[config.mk]
export PLATFORM = sky130hd
export DESIGN_NAME = button_events
export DESIGN_NICKNAME = d
export VERILOG_FILES = /design/src/rtl/button_events.sv
export SDC_FILE = /design/constraint.sdc
export NUM_CORES = 1
export LEC_CHECK = 0
export CAP_MARGIN = 0
export CORE_MARGIN = 3
export CORE_UTILIZATION = 60
export DETAILED_ROUTE_END_ITERATION = 8
export HOLD_SLACK_MARGIN = 0.15
export PLACE_DENSITY = 0.77
export SLEW_MARGIN = 20
export SYNTH_ARGS = -nofsm -noshare
export SYNTH_HDL_FRONTEND = slang
export SYNTH_SLANG_ARGS = --single-unit
[constraint.sdc]
create_clock -name clk -period 3.8 [get_ports clk]
set_clock_uncertainty 0.1 [all_clocks]
set_input_delay 0.76 -clock clk [delete_from_list [all_inputs] [get_ports clk]]
set_output_delay 0.76 -clock clk [all_outputs]
set_load 0.01 [all_outputs]
[src/rtl/button_events.sv]
// Per-button event decoder: turns debounced button levels into single-cycle
// press, short-release, long-press and auto-repeat pulses plus a held level.
//
// state  | meaning
// S_LOCK | after reset; waits for the button to be seen released
// S_IDLE | released, waiting for a press
// S_HELD | pressed, hold shorter than LONG_CYCLES
// S_LONG | pressed, long press already reported
module button_events #(
  parameter int                N_BTN         = 4,
  parameter int                LONG_CYCLES   = 250000000,
  parameter int                REPEAT_DELAY  = 50000000,
  parameter int                REPEAT_PERIOD = 20000000,
  parameter logic [N_BTN-1:0]  REPEAT_EN     = 4'b0110,
  parameter int                CNT_W         = 31
) (
  input  logic             clk,
  input  logic             reset,
  input  logic [N_BTN-1:0] btn_db,
  output logic [N_BTN-1:0] press,
  output logic [N_BTN-1:0] short_press,
  output logic [N_BTN-1:0] long_press,
  output logic [N_BTN-1:0] repeat_pulse,
  output logic [N_BTN-1:0] held
);

  typedef enum logic [1:0] {
    S_LOCK = 2'd0,
    S_IDLE = 2'd1,
    S_HELD = 2'd2,
    S_LONG = 2'd3
  } state_t;

  localparam logic [CNT_W-1:0] ONE     = CNT_W'(1);
  localparam logic [CNT_W-1:0] LONG_C  = CNT_W'(LONG_CYCLES);
  localparam logic [CNT_W-1:0] RPT_DLY = CNT_W'(REPEAT_DELAY);
  localparam logic [CNT_W-1:0] RPT_PER = CNT_W'(REPEAT_PERIOD);

  for (genvar i = 0; i < N_BTN; i++) begin : g_btn
    state_t           state_q, state_d;
    logic [CNT_W-1:0] d_q, d_d;
    logic [CNT_W-1:0] r_q, r_d;
    logic             press_q, press_d;
    logic             short_q, short_d;
    logic             long_q, long_d;
    logic             rpt_q, rpt_d;
    logic             r_hit;
    logic [CNT_W-1:0] r_tick;

    // r counts down the samples left until the next repeat; 1 means "fire now"
    assign r_hit  = (r_q == ONE);
    assign r_tick = r_hit ? RPT_PER : r_q - ONE;

    always_ff @(posedge clk) begin
      if (reset) begin
        state_q <= S_LOCK;
        d_q     <= '0;
        r_q     <= '0;
        press_q <= 1'b0;
        short_q <= 1'b0;
        long_q  <= 1'b0;
        rpt_q   <= 1'b0;
      end else begin
        state_q <= state_d;
        d_q     <= d_d;
        r_q     <= r_d;
        press_q <= press_d;
        short_q <= short_d;
        long_q  <= long_d;
        rpt_q   <= rpt_d;
      end
    end

    always_comb begin
      state_d = state_q;
      d_d     = d_q;
      r_d     = r_q;
      press_d = 1'b0;
      short_d = 1'b0;
      long_d  = 1'b0;
      rpt_d   = 1'b0;
      case (state_q)
        S_LOCK: begin
          if (!btn_db[i]) state_d = S_IDLE;
        end
        S_IDLE: begin
          if (btn_db[i]) begin
            state_d = S_HELD;
            d_d     = ONE;
            press_d = 1'b1;
            if (RPT_DLY == ONE) begin
              rpt_d = REPEAT_EN[i];
              r_d   = RPT_PER;
            end else begin
              r_d   = RPT_DLY - ONE;
            end
          end
        end
        S_HELD: begin
          if (btn_db[i]) begin
            d_d   = d_q + ONE;
            r_d   = r_tick;
            rpt_d = REPEAT_EN[i] & r_hit;
            if (d_d == LONG_C) begin
              state_d = S_LONG;
              long_d  = 1'b1;
            end
          end else begin
            state_d = S_IDLE;
            short_d = 1'b1;
            d_d     = '0;
            r_d     = '0;
          end
        end
        S_LONG: begin
          if (btn_db[i]) begin
            d_d   = LONG_C;
            r_d   = r_tick;
            rpt_d = REPEAT_EN[i] & r_hit;
          end else begin
            state_d = S_IDLE;
            d_d     = '0;
            r_d     = '0;
          end
        end
        default: state_d = S_LOCK;
      endcase
    end

    assign press[i]        = press_q;
    assign short_press[i]  = short_q;
    assign long_press[i]   = long_q;
    assign repeat_pulse[i] = rpt_q;
    assign held[i]         = (state_q == S_HELD) || (state_q == S_LONG);
  end

endmodule

**After elaboration in Yosys (flattened, before gate mapping)**

Index checks and enable logic that the tools add are counted.
W data, S select, Z words.

- Multiplexer cells: 56
- Equal/unequal tests: 30
- Reduce and logical (&&, ||, !) cells: 44
- Add/subtract/negate cells: 6
- Bitwise gates (word level): 14

Operators by type and width:

| kind | count |
|---|---|
| $mux W31 | 14 |
| $pmux W31 S3 | 4 |
| $add A31 B1 Y31 const B | 4 |
| $eq A31 B28 Y1 const B | 4 |
| $pmux W31 S2 | 2 |
| $mux W28 | 4 |
| $eq A31 B1 Y1 const B | 2 |
| $sub A31 B1 Y31 const B | 2 |
| $mux W2 | 16 |
| $reduce_or A2 Y1 | 14 |
| $pmux W2 S3 | 4 |
| $reduce_or A3 Y1 | 6 |
| $eq A2 B2 Y1 const B | 8 |
| $ne A2 B2 Y1 const B | 8 |
| $not A1 Y1 | 14 |
| $mux W1 | 12 |
| $ne A3 B3 Y1 const B | 4 |
| $reduce_and A2 Y1 | 6 |
| $reduce_and A3 Y1 | 4 |
| $reduce_bool A3 Y1 | 4 |
| $eq A2 B1 Y1 const B | 4 |
| $logic_not A2 Y1 | 4 |
| $logic_or A1 B1 Y1 | 4 |
| $reduce_bool A2 Y1 | 2 |

- Register bits: 208
- Input bits: 6
- Output and inout port bits: 20
- Logic and storage cells: 174

**Longest topological paths before layout**

Gate-level depths: netlist of the first run.

- Depth in word-level cells: 5
- Depth in mapped cells: 11
- Mapped depth without buffers: 11

**Worst setup path before layout of the first run**

No wires, ideal clock.

- Path type: reg-to-reg
- Start: reg g_btn[3].d_q[0]
- End: reg g_btn[3].state_q[0]
- Arrival: 2.733 ns
- Stages on the path, launching flop included: 10
- Library setup time: 0.086 ns
- Buffers on the path: 0
- Path slack: 0.881 ns
- Data required time: 3.614 ns
- Period minus slack after synthesis: 2.919 ns
- Cells stage by stage: dfxtp_1 > ha_1 > nand3_2 > nor3_4 > nand3_1 > or3_1 > a211o_1 > a2111oi_4 > o21ai_1 > a211oi_1

- Longest elaborated chain between the ends: 4

RTL lines:

| element | line | text |
|---|---|---|
| start, declared | 41 | `logic [CNT_W-1:0] d_q, d_d;` |
| start signal, assigned | 57 | `d_q <= '0;` |
| start signal, assigned | 65 | `d_q <= d_d;` |
| $add A31 B1 Y31 | 101 | `d_d = d_q + ONE;` |
| $eq A31 B28 Y1 | 104 | `if (d_d == LONG_C) begin` |
| $ne A3 B3 Y1 (no line) | -- |  |
| $reduce_and A3 Y1 (no line) | -- |  |
| end signal, assigned | 64 | `state_q <= state_d;` |
| end, declared | 40 | `state_t state_q, state_d;` |

Every way passes these cells.
A chain may end at the register's enable or synchronous reset.

**Worst setup path in the final report of the first run**

- Start: reg g_btn[2].d_q[2]
- End: reg g_btn[2].state_q[0]

- Longest elaborated chain between the ends: 4

RTL lines:

| element | line |
|---|---|
| start, declared | 41 |
| start signal, assigned | 57 |
| start signal, assigned | 65 |
| $add A31 B1 Y31 | 101 |
| $eq A31 B28 Y1 | 104 |
| $ne A3 B3 Y1 (no line) | -- |
| $reduce_and A3 Y1 (no line) | -- |
| end signal, assigned | 64 |
| end, declared | 40 |

Every way passes these cells.

==> PnR_summary.wiki, run 1 <==
{| class="wikitable"
! Metric !! Value
|-
| Antenna-violating nets left || 0
|-
| Ys async rst share || 0
|-
| Post-cts resize count || 0
|-
| Fin crit period || 3340 ps
|-
| Maximum vdd ir drop || 0.606 mV
|-
| Cell type contributing the most total cell area after synthesis || dfxtp_1
|-
| Final worst slack || 463 ps
|-
| Total wire length after detailed routing || 32.4 mm
|-
| Register Area || 0.00416 mm2
|-
| Fraction of post-synthesis cell area in the top cell type by area || 0.319
|-
| Number of antenna violations at the first check in global routing || 0
|-
| Highest clock rate || 300 MHz
|-
| Most used DFF post-synth || dfxtp_1
|-
| Outcome || complete, no violations
|-
| I/O pins || 26
|-
| Capturing element type of the critical path || flip-flop
|-
| Clock insertion delay at the later pin of the skew report || 520 ps
|-
| CP top delay family || simple AND/OR/NAND/NOR gates
|-
| Horizontal extent of the die || 153 um
|-
| Beginning of the worst hold path || g_btn[2].r_q[10]
|-
| Critical path class || flip-flop to flip-flop
|-
| Full die area || 0.0235 mm2
|-
| Worst Path Arrival || 3640 ps
|-
| Leakage || 4.75 nW
|-
| Number of cells traversed by the worst register-to-register path || 8
|-
| Post-Synthesis Mean Instance Area || 7.27 um2
|-
| Number of maximum-capacitance violations || 0
|-
| Slew at the pin closest to its max-slew limit || 954 ps
|-
| Power density over the cells || 597 mW/mm2
|-
| Total routing resource utilization after global routing || 0.267
|-
| Req. time, crit path || 4100 ps
|-
| Number of buffers added by the clock tree synthesis step || 24
|-
| Global placement routability congestion || 0.909
|-
| Floorplan Core Area || 0.0212 mm2
|-
| Clock-pin slew on the worst setup and hold paths || 60 ps
|-
| Power, Total || 8.41 mW
|-
| Largest cells by area after synthesis || dfxtp_1, a21oi_1, o21ai_0
|-
| Antenna Cells || 0
|-
| FP Rows || 53
|-
| RSZ-0062 raised after global routing || no
|-
| Worst relative slew slack || 0.364
|-
| Capture point of the worst reg-to-reg path || g_btn[2].state_q[0]
|-
| Post-detailed-route via-to-cell ratio || 6.40
|-
| Post-synth design cell area || 0.0130 mm2
|-
| Total negative slack for setup checks || 0 ps
|-
| Fill cell instance count of the final layout || 1861
|-
| Combined buffer and inverter count along the critical path || 0
|-
| Via count of the first global-routing pass || 11700
|-
| Setup slack after placement || 501 ps
|-
| Hold_ws || 371 ps
|-
| Final number of setup-violating endpoints || 0
|-
| Initial Utilization || 0.616
|-
| Cell with the biggest individual delay on the critical path || or4_1
|-
| R2r startpoint || g_btn[2].d_q[2]
|-
| Chip height || 153 um
|-
| Global-route wire length before repair || 55.6 mm
|-
| Clock Tree Buf Depth || 3
|-
| Delay of the slowest cell on the worst path || 690 ps
|-
| Total global routing overflow || 0
|-
| Number of iterations in the first detailed-routing pass || 8
|-
| Critical Path Fanout Max || 12
|-
| Number of register bits inferred by synthesis || 208
|-
| Post-cts hold buffer count || 0
|-
| DP Wirelength || 21.7 mm
|-
| Multi-input gate area in the final layout || 0.00809 mm2
|-
| Post-synth EDFFs || 0
|-
| Warning count from the yosys run || 0
|-
| CTS root buffer || clkbuf_16
|-
| Count of different cell masters after synthesis || 80
|-
| TritonCTS clock tree || done
|-
| Number of vias in the routed layout || 13000
|-
| Post-layout instance count excluding filler cells || 2024
|-
| Growth of design area from synthesis to finish || 8.14%
|-
| Share of the cycle needed by the critical path after routing || 0.878
|-
| Initial DRC Count || 1167
|-
| R2r setup slk || 460 ps
|-
| Post-Synthesis Cells || 1793
|-
| Pin count of the biggest net entering global routing || 89
|-
| Hold Path Class || flip-flop to flip-flop
|-
| Cell count after placement || 1983
|-
| Post-detailed-route DRC marker count || 0
|-
| Count of cells along the worst hold path || 2
|-
| H-tree level count || 1
|-
| Setup crit start kind || flip-flop
|-
| Share of cells above drive strength 1 || 0.0692
|-
| Register area share after synthesis || 0.319
|-
| CP Cell Sequence || nand4_1, or4_1, nor2_1, a31o_2, nand4_1, o41ai_1, a31o_2, mux2_2
|-
| Hold-critical path endpoint || g_btn[2].r_q[10]
|-
| Final routed wire length divided by cell count || 16.0 um
|-
| Fin. max-slew vios || 0
|-
| Port Buffer Count || 23
|-
| Post-CTS setup buffers || 0
|-
| Clock sink count || 208
|-
| Count of final hold-check violations || 0
|-
| Final nets || 1767
|}
flip-flops by register name, summed over array words and instances (netlist names):
name           cells
g_btn.d_q        124
g_btn.r_q         62
g_btn.state_q      8
g_btn.long_q       4
g_btn.press_q      4
g_btn.short_q      4
g_btn.rpt_q        2
stage by stage:
| stage | cell area (um2) | util |
|---|---|---|
| floorplan | 13000 | - |
| global placement | 13300 | 0.627 |
| detailed placement | 13300 | 0.627 |
| CTS | 14100 | 0.666 |
| global route | 14100 | 0.666 |
| finish | 14100 | 0.666 |
power breakdown:
group | switching, mW | internal, mW | total (mW) | leakage [nW]
Sequential | 0.363 | 2.47 | 2.83 | 1.69
Combinational | 1.99 | 1.16 | 3.14 | 2.65
Clock | 0.914 | 1.52 | 2.44 | 0.403
Total | 3.26 | 5.15 | 8.41 | 4.75
how the worst max path moves through the flow:
| stage | from | to | slack (ps) | cells past startpoint |
|---|---|---|---|---|
| after floorplan | g_btn[3].d_q[0] | g_btn[3].state_q[0] | 880 | 9 |
| after global placement | g_btn[2].d_q[2] | g_btn[2].state_q[0] | 520 | 8 |
| after detailed placement | g_btn[3].d_q[0] | g_btn[3].state_q[0] | 500 | 9 |
| after CTS | g_btn[2].d_q[2] | g_btn[2].state_q[0] | 480 | 8 |
| after global routing | g_btn[3].d_q[0] | g_btn[3].state_q[0] | 190 | 9 |
| final | g_btn[2].d_q[2] | g_btn[2].state_q[0] | 460 | 8 |
final cells by class:
cell class / count / area share
Clock inverter: 9 / 0.0107
Timing Repair Buffer: 59 / 0.0353
Clock buffer: 32 / 0.0484
Tap cell: 275 / 0.0244
Sequential cell: 208 / 0.295
Multi-Input combinational cell: 1396 / 0.574
Inverter: 45 / 0.0120
cell families after synthesis:
family / count (synthesis) / share of synthesized area
other: 1 / 0.000288
multiplexers: 8 / 0.00662
XOR/XNOR: 61 / 0.0410
adder cells (fa/ha/maj): 27 / 0.0259
AND/OR/NAND/NOR: 793 / 0.312
AO/OA/AOI/OAI: 505 / 0.234
flip-flops: 208 / 0.319
buffers and inverters: 190 / 0.0608
worst register-to-register path: stages, from the launching register on:
cell     delay, ps
dfxtp_1        510
nand4_1        480
or4_1          690
nor2_1         150
a31o_2         170
nand4_1        100
o41ai_1        470
a31o_2         230
mux2_2         330
layout by cell type (no fill, tap or decap), types with 30 or more instances in the layout:
| master | count |
|---|---|
| nand4_1 | 53 |
| a31oi_1 | 44 |
| nand3_1 | 79 |
| dfxtp_1 | 208 |
| inv_1 | 45 |
| nor4_1 | 42 |
| xnor2_1 | 35 |
| nor2_1 | 191 |
| a21oi_1 | 167 |
| nor3_1 | 82 |
| buf_4 | 37 |
| or3_1 | 30 |
| o21ai_0 | 157 |
| nand2_1 | 166 |
cells in the mapped netlist (6+ instances only):
cell type	number
nand3b_1	6
o31ai_1	10
nand3_1	79
or2_2	10
xor2_1	26
o211a_1	6
nor2_1	192
clkbuf_1	109
o21a_1	14
nor2b_1	9
o221a_2	6
a21oi_1	167
xnor2_1	35
nor4_1	42
and4_1	12
inv_1	45
nand4_1	53
a22oi_1	8
and3_1	28
a31oi_1	44
dfxtp_1	208
or3_1	30
nand2b_1	14
o21ai_0	157
ha_1	27
or4_1	13
and2_1	19
buf_2	12
a311oi_1	15
nor3b_1	10
nand2_1	166
nor3_1	82
buf_4	16
a211oi_1	25
metal layers:
| layer | up-vias | wire [um] | global-route usage |
|---|---|---|---|
| met1 | 6087 | 15300 | 0.386 |
| met3 | 62 | 1940 | 0.0306 |
| met5 | - | 0 | 0 |
| li1 | 6407 | - | - |
| met4 | 0 | 723 | 0.0664 |
| met2 | 397 | 14400 | 0.426 |
Power figures use the tool's default switching activity.
==> inputs of run 2 (changes only) <==
--- a/config.mk
+++ b/config.mk
@@ -7,10 +7,9 @@
 export LEC_CHECK = 0
 export CAP_MARGIN = 0
 export CORE_MARGIN = 3
-export CORE_UTILIZATION = 60
+export CORE_UTILIZATION = 40
 export DETAILED_ROUTE_END_ITERATION = 8
 export HOLD_SLACK_MARGIN = 0.15
-export PLACE_DENSITY = 0.77
 export SLEW_MARGIN = 20
 export SYNTH_ARGS = -nofsm -noshare
 export SYNTH_HDL_FRONTEND = slang
==> constraint.sdc (replaced) <==
create_clock -name clk -period 3.4 [get_ports clk]
set_clock_uncertainty 0.1 [all_clocks]
set_input_delay 0.68 -clock clk [delete_from_list [all_inputs] [get_ports clk]]
set_output_delay 0.68 -clock clk [all_outputs]
set_load 0.01 [all_outputs]
==> run 2 against run 1 <==
Setup slack worse by 270 ps. Sequential share of layout area is 0.77 points lower. Die area is 48% higher. Combinational power is 17% higher. Clock power is 11% higher. Register-to-register slack worse by 150 ps. Sequential power is 12% higher. First-iteration DRC count is 23% lower. Routed wire length is 7.3% higher. Via count is 0.74% lower. Critical path type is now flip-flop to primary output.
==> PnR_summary.wiki, run 2 (synthesized netlist as in run 1, its figures left out) <==
{| class="wikitable"
! Metric !! Value
|-
| Outcome || complete, no violations (unchanged)
|-
| Share of cells above drive strength 1 || 0.0802 (was 0.0692)
|-
| Antenna Cells || 0 (unchanged)
|-
| Clock sink count || 208 (unchanged)
|-
| Critical path class || flip-flop to primary output (was flip-flop to flip-flop)
|-
| Total negative slack for setup checks || 0 ps (unchanged)
|-
| I/O pins || 26 (unchanged)
|-
| Slew at the pin closest to its max-slew limit || 1020 ps (was 954 ps)
|-
| Count of final hold-check violations || 0 (unchanged)
|-
| Number of maximum-capacitance violations || 0 (unchanged)
|-
| Number of antenna violations at the first check in global routing || 0 (unchanged)
|-
| Maximum vdd ir drop || 0.383 mV (was 0.606 mV)
|-
| Number of cells traversed by the worst register-to-register path || 9 (was 8)
|-
| Power density over the cells || 659 mW/mm2 (was 597 mW/mm2)
|-
| Register with the most flip-flops || g_btn.d_q (unchanged)
|-
| Initial DRC Count || 897 (was 1167)
|-
| Initial Utilization || 0.410 (was 0.616)
|-
| Post-cts resize count || 0 (unchanged)
|-
| Final nets || 1786 (was 1767)
|-
| Fill cell instance count of the final layout || 3194 (was 1861)
|-
| Worst relative slew slack || 0.313 (was 0.364)
|-
| Global-route wire length before repair || 59.3 mm (was 55.6 mm)
|-
| Post-CTS setup buffers || 0 (unchanged)
|-
| Full die area || 0.0348 mm2 (was 0.0235 mm2)
|-
| Clock Tree Buf Depth || 3 (unchanged)
|-
| Total wire length after detailed routing || 34.8 mm (was 32.4 mm)
|-
| Via count of the first global-routing pass || 11900 (was 11700)
|-
| Final routed wire length divided by cell count || 15.8 um (was 16.0 um)
|-
| Critical Path Fanout Max || 12 (unchanged)
|-
| TritonCTS clock tree || done (unchanged)
|-
| Chip height || 187 um (was 153 um)
|-
| FP Rows || 65 (was 53)
|-
| Hold Path Class || flip-flop to flip-flop (unchanged)
|-
| Number of iterations in the first detailed-routing pass || 9 (was 8)
|-
| Number of buffers added by the clock tree synthesis step || 25 (was 24)
|-
| Req. time, crit path || 2620 ps (was 4100 ps)
|-
| Leakage || 4.86 nW (was 4.75 nW)
|-
| Flip-flop count of the largest register, all copies and words added || 124 (unchanged)
|-
| Share of the cycle needed by the critical path after routing || 0.942
|-
| Hold_ws || 377 ps (was 371 ps)
|-
| Capturing element type of the critical path || primary output (was flip-flop)
|-
| Largest regs || g_btn.d_q (124), g_btn.r_q (62), g_btn.state_q (8) (unchanged)
|-
| Clock insertion delay at the later pin of the skew report || 530 ps (was 520 ps)
|-
| Floorplan Core Area || 0.0318 mm2 (was 0.0212 mm2)
|-
| Final Instance Area || 0.0145 mm2 (was 0.0141 mm2)
|-
| Most common library cell in the layout ignoring fill and taps || dfxtp_1 (unchanged)
|-
| Cell count after placement || 2161 (was 1983)
|-
| CTS root buffer || clkbuf_16 (unchanged)
|-
| Post-layout instance count excluding filler cells || 2206 (was 2024)
|-
| Post-detailed-route DRC marker count || 0 (unchanged)
|-
| Worst Path Arrival || 2420 ps (was 3640 ps)
|-
| Clock-pin slew on the worst setup and hold paths || 60 ps (about the same)
|-
| Post-cts hold buffer count || 0 (unchanged)
|-
| Antenna-violating nets left || 0 (unchanged)
|-
| Global placement routability congestion || 0.892 (was 0.909)
|-
| Post-DP Area || 0.0136 mm2 (was 0.0133 mm2)
|-
| Number of vias in the routed layout || 12900 (was 13000)
|-
| Total global routing overflow || 0 (unchanged)
|-
| Count of cells along the worst hold path || 2 (unchanged)
|-
| Pin count of the biggest net entering global routing || 125 (was 89)
|-
| Total routing resource utilization after global routing || 0.194 (was 0.267)
|-
| Growth of design area from synthesis to finish || 11.0% (was 8.14%)
|-
| Power, Total || 9.54 mW (was 8.41 mW)
|-
| Horizontal extent of the die || 187 um (was 153 um)
|-
| Fin crit period || 3200 ps
|-
| Post-detailed-route via-to-cell ratio || 5.83 (was 6.40)
|-
| Final number of setup-violating endpoints || 0 (unchanged)
|-
| Setup crit start kind || flip-flop (unchanged)
|-
| Port Buffer Count || 23 (unchanged)
|-
| RSZ-0062 raised after global routing || no (unchanged)
|-
| Fin. max-slew vios || 0 (unchanged)
|-
| Top library cells by usage in the layout, fill and taps aside || dfxtp_1, nor2_1, a21oi_1 (unchanged)
|-
| DP Wirelength || 23.2 mm (was 21.7 mm)
|-
| H-tree level count || 1 (unchanged)
|-
| Highest clock rate || 312 MHz
|}
run 2: changes by cell type in the layout (fill, tap and decap cells not counted), moves of 2 or more:
cell        delta
buf_4         +14
buf_12         +3
clkinv_2       +3
clkbuf_1       +3
clkinvlp_4     -2
run 2: metal layers:
| layer | wire (um) | share of wire | global-route usage | vias to the layer above |
|---|---|---|---|---|
| met3 | 1520 | 0.044 | 0.0220 | 48 |
| met4 | 702 | 0.020 | 0.0506 | 0 |
| met5 | 0 | 0 | 0 | - |
| met2 | 15700 | 0.45 | 0.319 | 290 |
| li1 | - | - | - | 6456 |
| met1 | 16900 | 0.49 | 0.272 | 6063 |
run 2: power by group:
part           switching, mW  internal [mW]
clock network           1.06           1.66
logic                   2.28           1.38
registers              0.400           2.76
total                   3.74           5.80
run 2: final timing paths:
kind	startpoint	endpoint	slack, ps
setup / recovery	g_btn[1].state_q[0]	held[1]	200
hold / removal	g_btn[2].r_q[10]	g_btn[2].r_q[10]	380
setup reg to reg	g_btn[3].d_q[0]	g_btn[3].state_q[0]	310
hold reg to reg	g_btn[2].r_q[10]	g_btn[2].r_q[10]	380
run 2: final cells by class:
class	count	area (um2)	share of cell area
clock buffer	36	707	0.0488
timing repair buffer	77	674	0.0466
inverter	45	169	0.0117
clock inverter	9	120	0.00830
sequential	208	4160	0.288
tap	435	544	0.0376
multi-input combinational	1396	8100	0.559
run 2: worst max-delay path, stage by stage, from the launching register on:
cell and delay (ps):
dfxtp_1 390, inv_1 80, ha_1 400, nor2_1 350, inv_1 160, clkdlybuf4s50_1 510
run 2: stage by stage:
| stage | worst slack [ps] | utilization |
|---|---|---|
| 4_1_cts | 205 | 0.455 |
| 3_5_place_dp | 275 | 0.429 |
| 5_1_grt | 28.8 | 0.455 |
| 6_report | 197 | 0.455 |
| 2_1_floorplan | 481 | - |
| 3_3_place_gp | 351 | 0.429 |
==> inputs of run 3 (changes only) <==
--- a/config.mk
+++ b/config.mk
@@ -10,6 +10,8 @@
 export CORE_UTILIZATION = 40
 export DETAILED_ROUTE_END_ITERATION = 8
 export HOLD_SLACK_MARGIN = 0.15
+export PLACE_DENSITY = 0.65
+export SETUP_SLACK_MARGIN = 0.3
 export SLEW_MARGIN = 20
 export SYNTH_ARGS = -nofsm -noshare
 export SYNTH_HDL_FRONTEND = slang
==> run 3 against run 2 <==
Sequential share of layout area shrank 0.33 points. Setup slack better by 260 ps. Clock-buffer cell count fell by 2. Non-clock buffer count up 3. Via count increased by 0.44%. Cell area is 1.4% higher. Critical path depth is 3 higher. Global-route usage shrank 0.45 points. Largest power group unchanged. Largest cell class unchanged. Critical endpoint is now g_btn[0].state_q[0]. Sequential cell count stayed put.
==> PnR_summary.wiki, run 3 (synthesized netlist as in run 1, its figures left out) <==
{| class="wikitable"
! Metric !! Value
|-
| Final number of setup-violating endpoints || 0 (unchanged)
|-
| Top library cells by usage in the layout, fill and taps aside || dfxtp_1, nor2_1, a21oi_1 (unchanged)
|-
| Antenna Cells || 0 (unchanged)
|-
| Floorplan Core Area || 0.0318 mm2 (unchanged)
|-
| I/O pins || 26 (unchanged)
|-
| R2r setup slk || 450 ps (was 310 ps)
|-
| Global placement routability congestion || 0.880 (was 0.892)
|-
| Critical path class || flip-flop to flip-flop (was flip-flop to primary output)
|-
| Share of cells above drive strength 1 || 0.0951 (was 0.0802)
|-
| FP Rows || 65 (unchanged)
|-
| Final Instance Area || 0.0147 mm2 (was 0.0145 mm2)
|-
| Capturing element type of the critical path || flip-flop (was primary output)
|-
| Total global routing overflow || 0 (unchanged)
|-
| Setup slack after placement || 279 ps (was 275 ps)
|-
| Clock-pin slew on the worst setup and hold paths || 60 ps (about the same)
|-
| Highest clock rate || 339 MHz (was 312 MHz)
|-
| Number of vias in the routed layout || 12900 (about the same)
|-
| Critical Path Fanout Max || 9 (was 12)
|-
| Leakage || 4.95 nW (was 4.86 nW)
|-
| Global-route wire length before repair || 58.0 mm (was 59.3 mm)
|-
| DP Wirelength || 22.8 mm (was 23.2 mm)
|-
| Antenna-violating nets left || 0 (unchanged)
|-
| Sequential cell fraction of total power || 0.320 (was 0.331)
|-
| Horizontal extent of the die || 187 um (unchanged)
|-
| H-tree level count || 1 (unchanged)
|-
| Worst Path Arrival || 3280 ps (was 2420 ps)
|-
| Hold Path Class || input pin to flip-flop (was flip-flop to flip-flop)
|-
| Flip-flop count of the largest register, all copies and words added || 124 (unchanged)
|-
| Chip height || 187 um (unchanged)
|-
| Clock insertion delay at the later pin of the skew report || 540 ps (was 530 ps)
|-
| Via count of the first global-routing pass || 11900 (about the same)
|-
| Combinational group share of total power || 0.366 (was 0.383)
|-
| Req. time, crit path || 3730 ps (was 2620 ps)
|-
| Post-DP Area || 0.0136 mm2 (about the same)
|-
| Count of final hold-check violations || 0 (unchanged)
|-
| Final nets || 1791 (was 1786)
|-
| Share of the cycle needed by the critical path after routing || 0.866 (was 0.942)
|-
| Largest regs || g_btn.d_q (124), g_btn.r_q (62), g_btn.state_q (8) (unchanged)
|-
| Slew at the pin closest to its max-slew limit || 1060 ps (was 1020 ps)
|-
| Clock sink count || 208 (unchanged)
|-
| Growth of design area from synthesis to finish || 12.6% (was 11.0%)
|-
| Hold-critical path endpoint || g_btn[1].d_q[15] (was g_btn[2].r_q[10])
|-
| R2r startpoint || g_btn[0].d_q[3] (was g_btn[3].d_q[0])
|-
| Post-detailed-route DRC marker count || 0 (unchanged)
|-
| Beginning of the worst hold path || reset (was g_btn[2].r_q[10])
|-
| Total negative slack for setup checks || 0 ps (unchanged)
|-
| Number of cells traversed by the worst register-to-register path || 8 (was 9)
|-
| Capture point of the worst reg-to-reg path || g_btn[0].state_q[0] (was g_btn[3].state_q[0])
|-
| CTS root buffer || clkbuf_16 (unchanged)
|-
| Full die area || 0.0348 mm2 (unchanged)
|-
| Fin crit period || 2950 ps (was 3200 ps)
|-
| Number of buffers added by the clock tree synthesis step || 27 (was 25)
|-
| Power density over the cells || 673 mW/mm2 (was 659 mW/mm2)
|-
| Worst relative slew slack || 0.291 (was 0.313)
|-
| Clock Tree Buf Depth || 3 (unchanged)
|-
| Number of antenna violations at the first check in global routing || 0 (unchanged)
|-
| Register with the most flip-flops || g_btn.d_q (unchanged)
|-
| Fin. max-slew vios || 0 (unchanged)
|-
| Setup crit start kind || flip-flop (unchanged)
|-
| Most common library cell in the layout ignoring fill and taps || dfxtp_1 (unchanged)
|-
| Multi-input gate area in the final layout || 0.00816 mm2 (was 0.00810 mm2)
|-
| Final routed wire length divided by cell count || 15.5 um (was 15.8 um)
|-
| Port Buffer Count || 23 (unchanged)
|-
| Total wire length after detailed routing || 34.2 mm (was 34.8 mm)
|-
| TritonCTS clock tree || done (unchanged)
|-
| Initial DRC Count || 894 (was 897)
|-
| Part of the total power dissipated in the clock network || 0.314 (was 0.286)
|-
| Count of cells along the worst hold path || 2 (unchanged)
|-
| Net switching power figure || 3.77 mW (was 3.74 mW)
|-
| Power, Total || 9.87 mW (was 9.54 mW)
|-
| Number of iterations in the first detailed-routing pass || 7 (was 9)
|-
| Final worst slack || 454 ps (was 197 ps)
|-
| Utilization after layout || 0.461 (was 0.455)
|-
| Post-detailed-route via-to-cell ratio || 5.84 (was 5.83)
|-
| RSZ-0062 raised after global routing || yes (was no)
|-
| Fill cell instance count of the final layout || 3166 (was 3194)
|-
| Maximum vdd ir drop || 0.497 mV (was 0.383 mV)
|-
| Register Area || 0.00417 mm2 (was 0.00416 mm2)
|-
| Switching Fraction || 0.382 (was 0.392)
|-
| Pin count of the biggest net entering global routing || 84 (was 125)
|-
| Cell count after placement || 2161 (unchanged)
|-
| Internal Power || 6.10 mW (was 5.80 mW)
|-
| Hold_ws || 322 ps (was 377 ps)
|-
| Total routing resource utilization after global routing || 0.189 (was 0.194)
|-
| Number of maximum-capacitance violations || 0 (unchanged)
|-
| Post-layout instance count excluding filler cells || 2212 (was 2206)
|-
| Initial Utilization || 0.410 (unchanged)
|-
| Outcome || complete, no violations (unchanged)
|}
[run 3: changes by cell type in the layout (fill, tap and decap cells not counted), moves of 3 or more]
cell,delta
buf_4,+7
dfxtp_1,-7
dfxtp_2,+7
clkbuf_1,-4
buf_12,-3
bufinv_16,+3
clkinvlp_4,+3
[run 3: how the worst max path moves through the flow]
stage                               start             endpoint  slack [ps]  cells after the start
after floorplan           g_btn[3].d_q[0]  g_btn[3].state_q[0]         480                      9
after global placement    g_btn[0].d_q[0]  g_btn[0].state_q[0]         340                      9
after detailed placement  g_btn[2].d_q[3]  g_btn[2].state_q[0]         280                      9
after CTS                 g_btn[3].d_q[1]  g_btn[3].state_q[0]         310                      9
after global routing      g_btn[0].d_q[4]  g_btn[0].state_q[0]         220                      8
final                     g_btn[0].d_q[3]  g_btn[0].state_q[0]         450                      8
[run 3: what timing repair did]
item                                    CTS  global route
setup buffers                             1             2
resized for setup                         1            20
gates cloned                              0             0
endpoints found under the setup margin    2            11
hold buffers                              0             0
pin swaps                                 1             4
[run 3: power by group through the flow]
stage               sequential [mW]  combinational, mW  clock [mW]
finish                         3.16               3.61        3.10
global route                   3.21               4.07        3.28
CTS                            3.14               3.59        3.18
detailed placement             3.19               3.57           0
global placement               3.18               3.49           0
floorplan                      3.07               2.65           0
[run 3: final cells by class]
| type | count | area share |
|---|---|---|
| multi-input cells | 1396 | 0.556 |
| repair buffers | 80 | 0.0447 |
| inverters | 45 | 0.0115 |
| clock buffers | 34 | 0.0506 |
| flip-flops and latches | 208 | 0.284 |
| clock inverters | 14 | 0.0158 |
| well taps | 435 | 0.0371 |
[run 3: metal layers]
layer | GRT usage | vias to the layer above | routed length [um]
met4 | 0.0506 | 0 | 777
li1 | - | 6461 | -
met1 | 0.260 | 6088 | 16200
met3 | 0.0216 | 57 | 1640
met5 | 0 | - | 0
met2 | 0.316 | 307 | 15600
[run 3: critical path, cell delays in order (launching register included)]
cell	delay, ps
dfxtp_1	470
nand3_1	170
or4b_2	630
a221oi_1	360
o2111ai_1	200
nor4_2	360
a31oi_1	160
o21a_1	190
a211oi_1	200
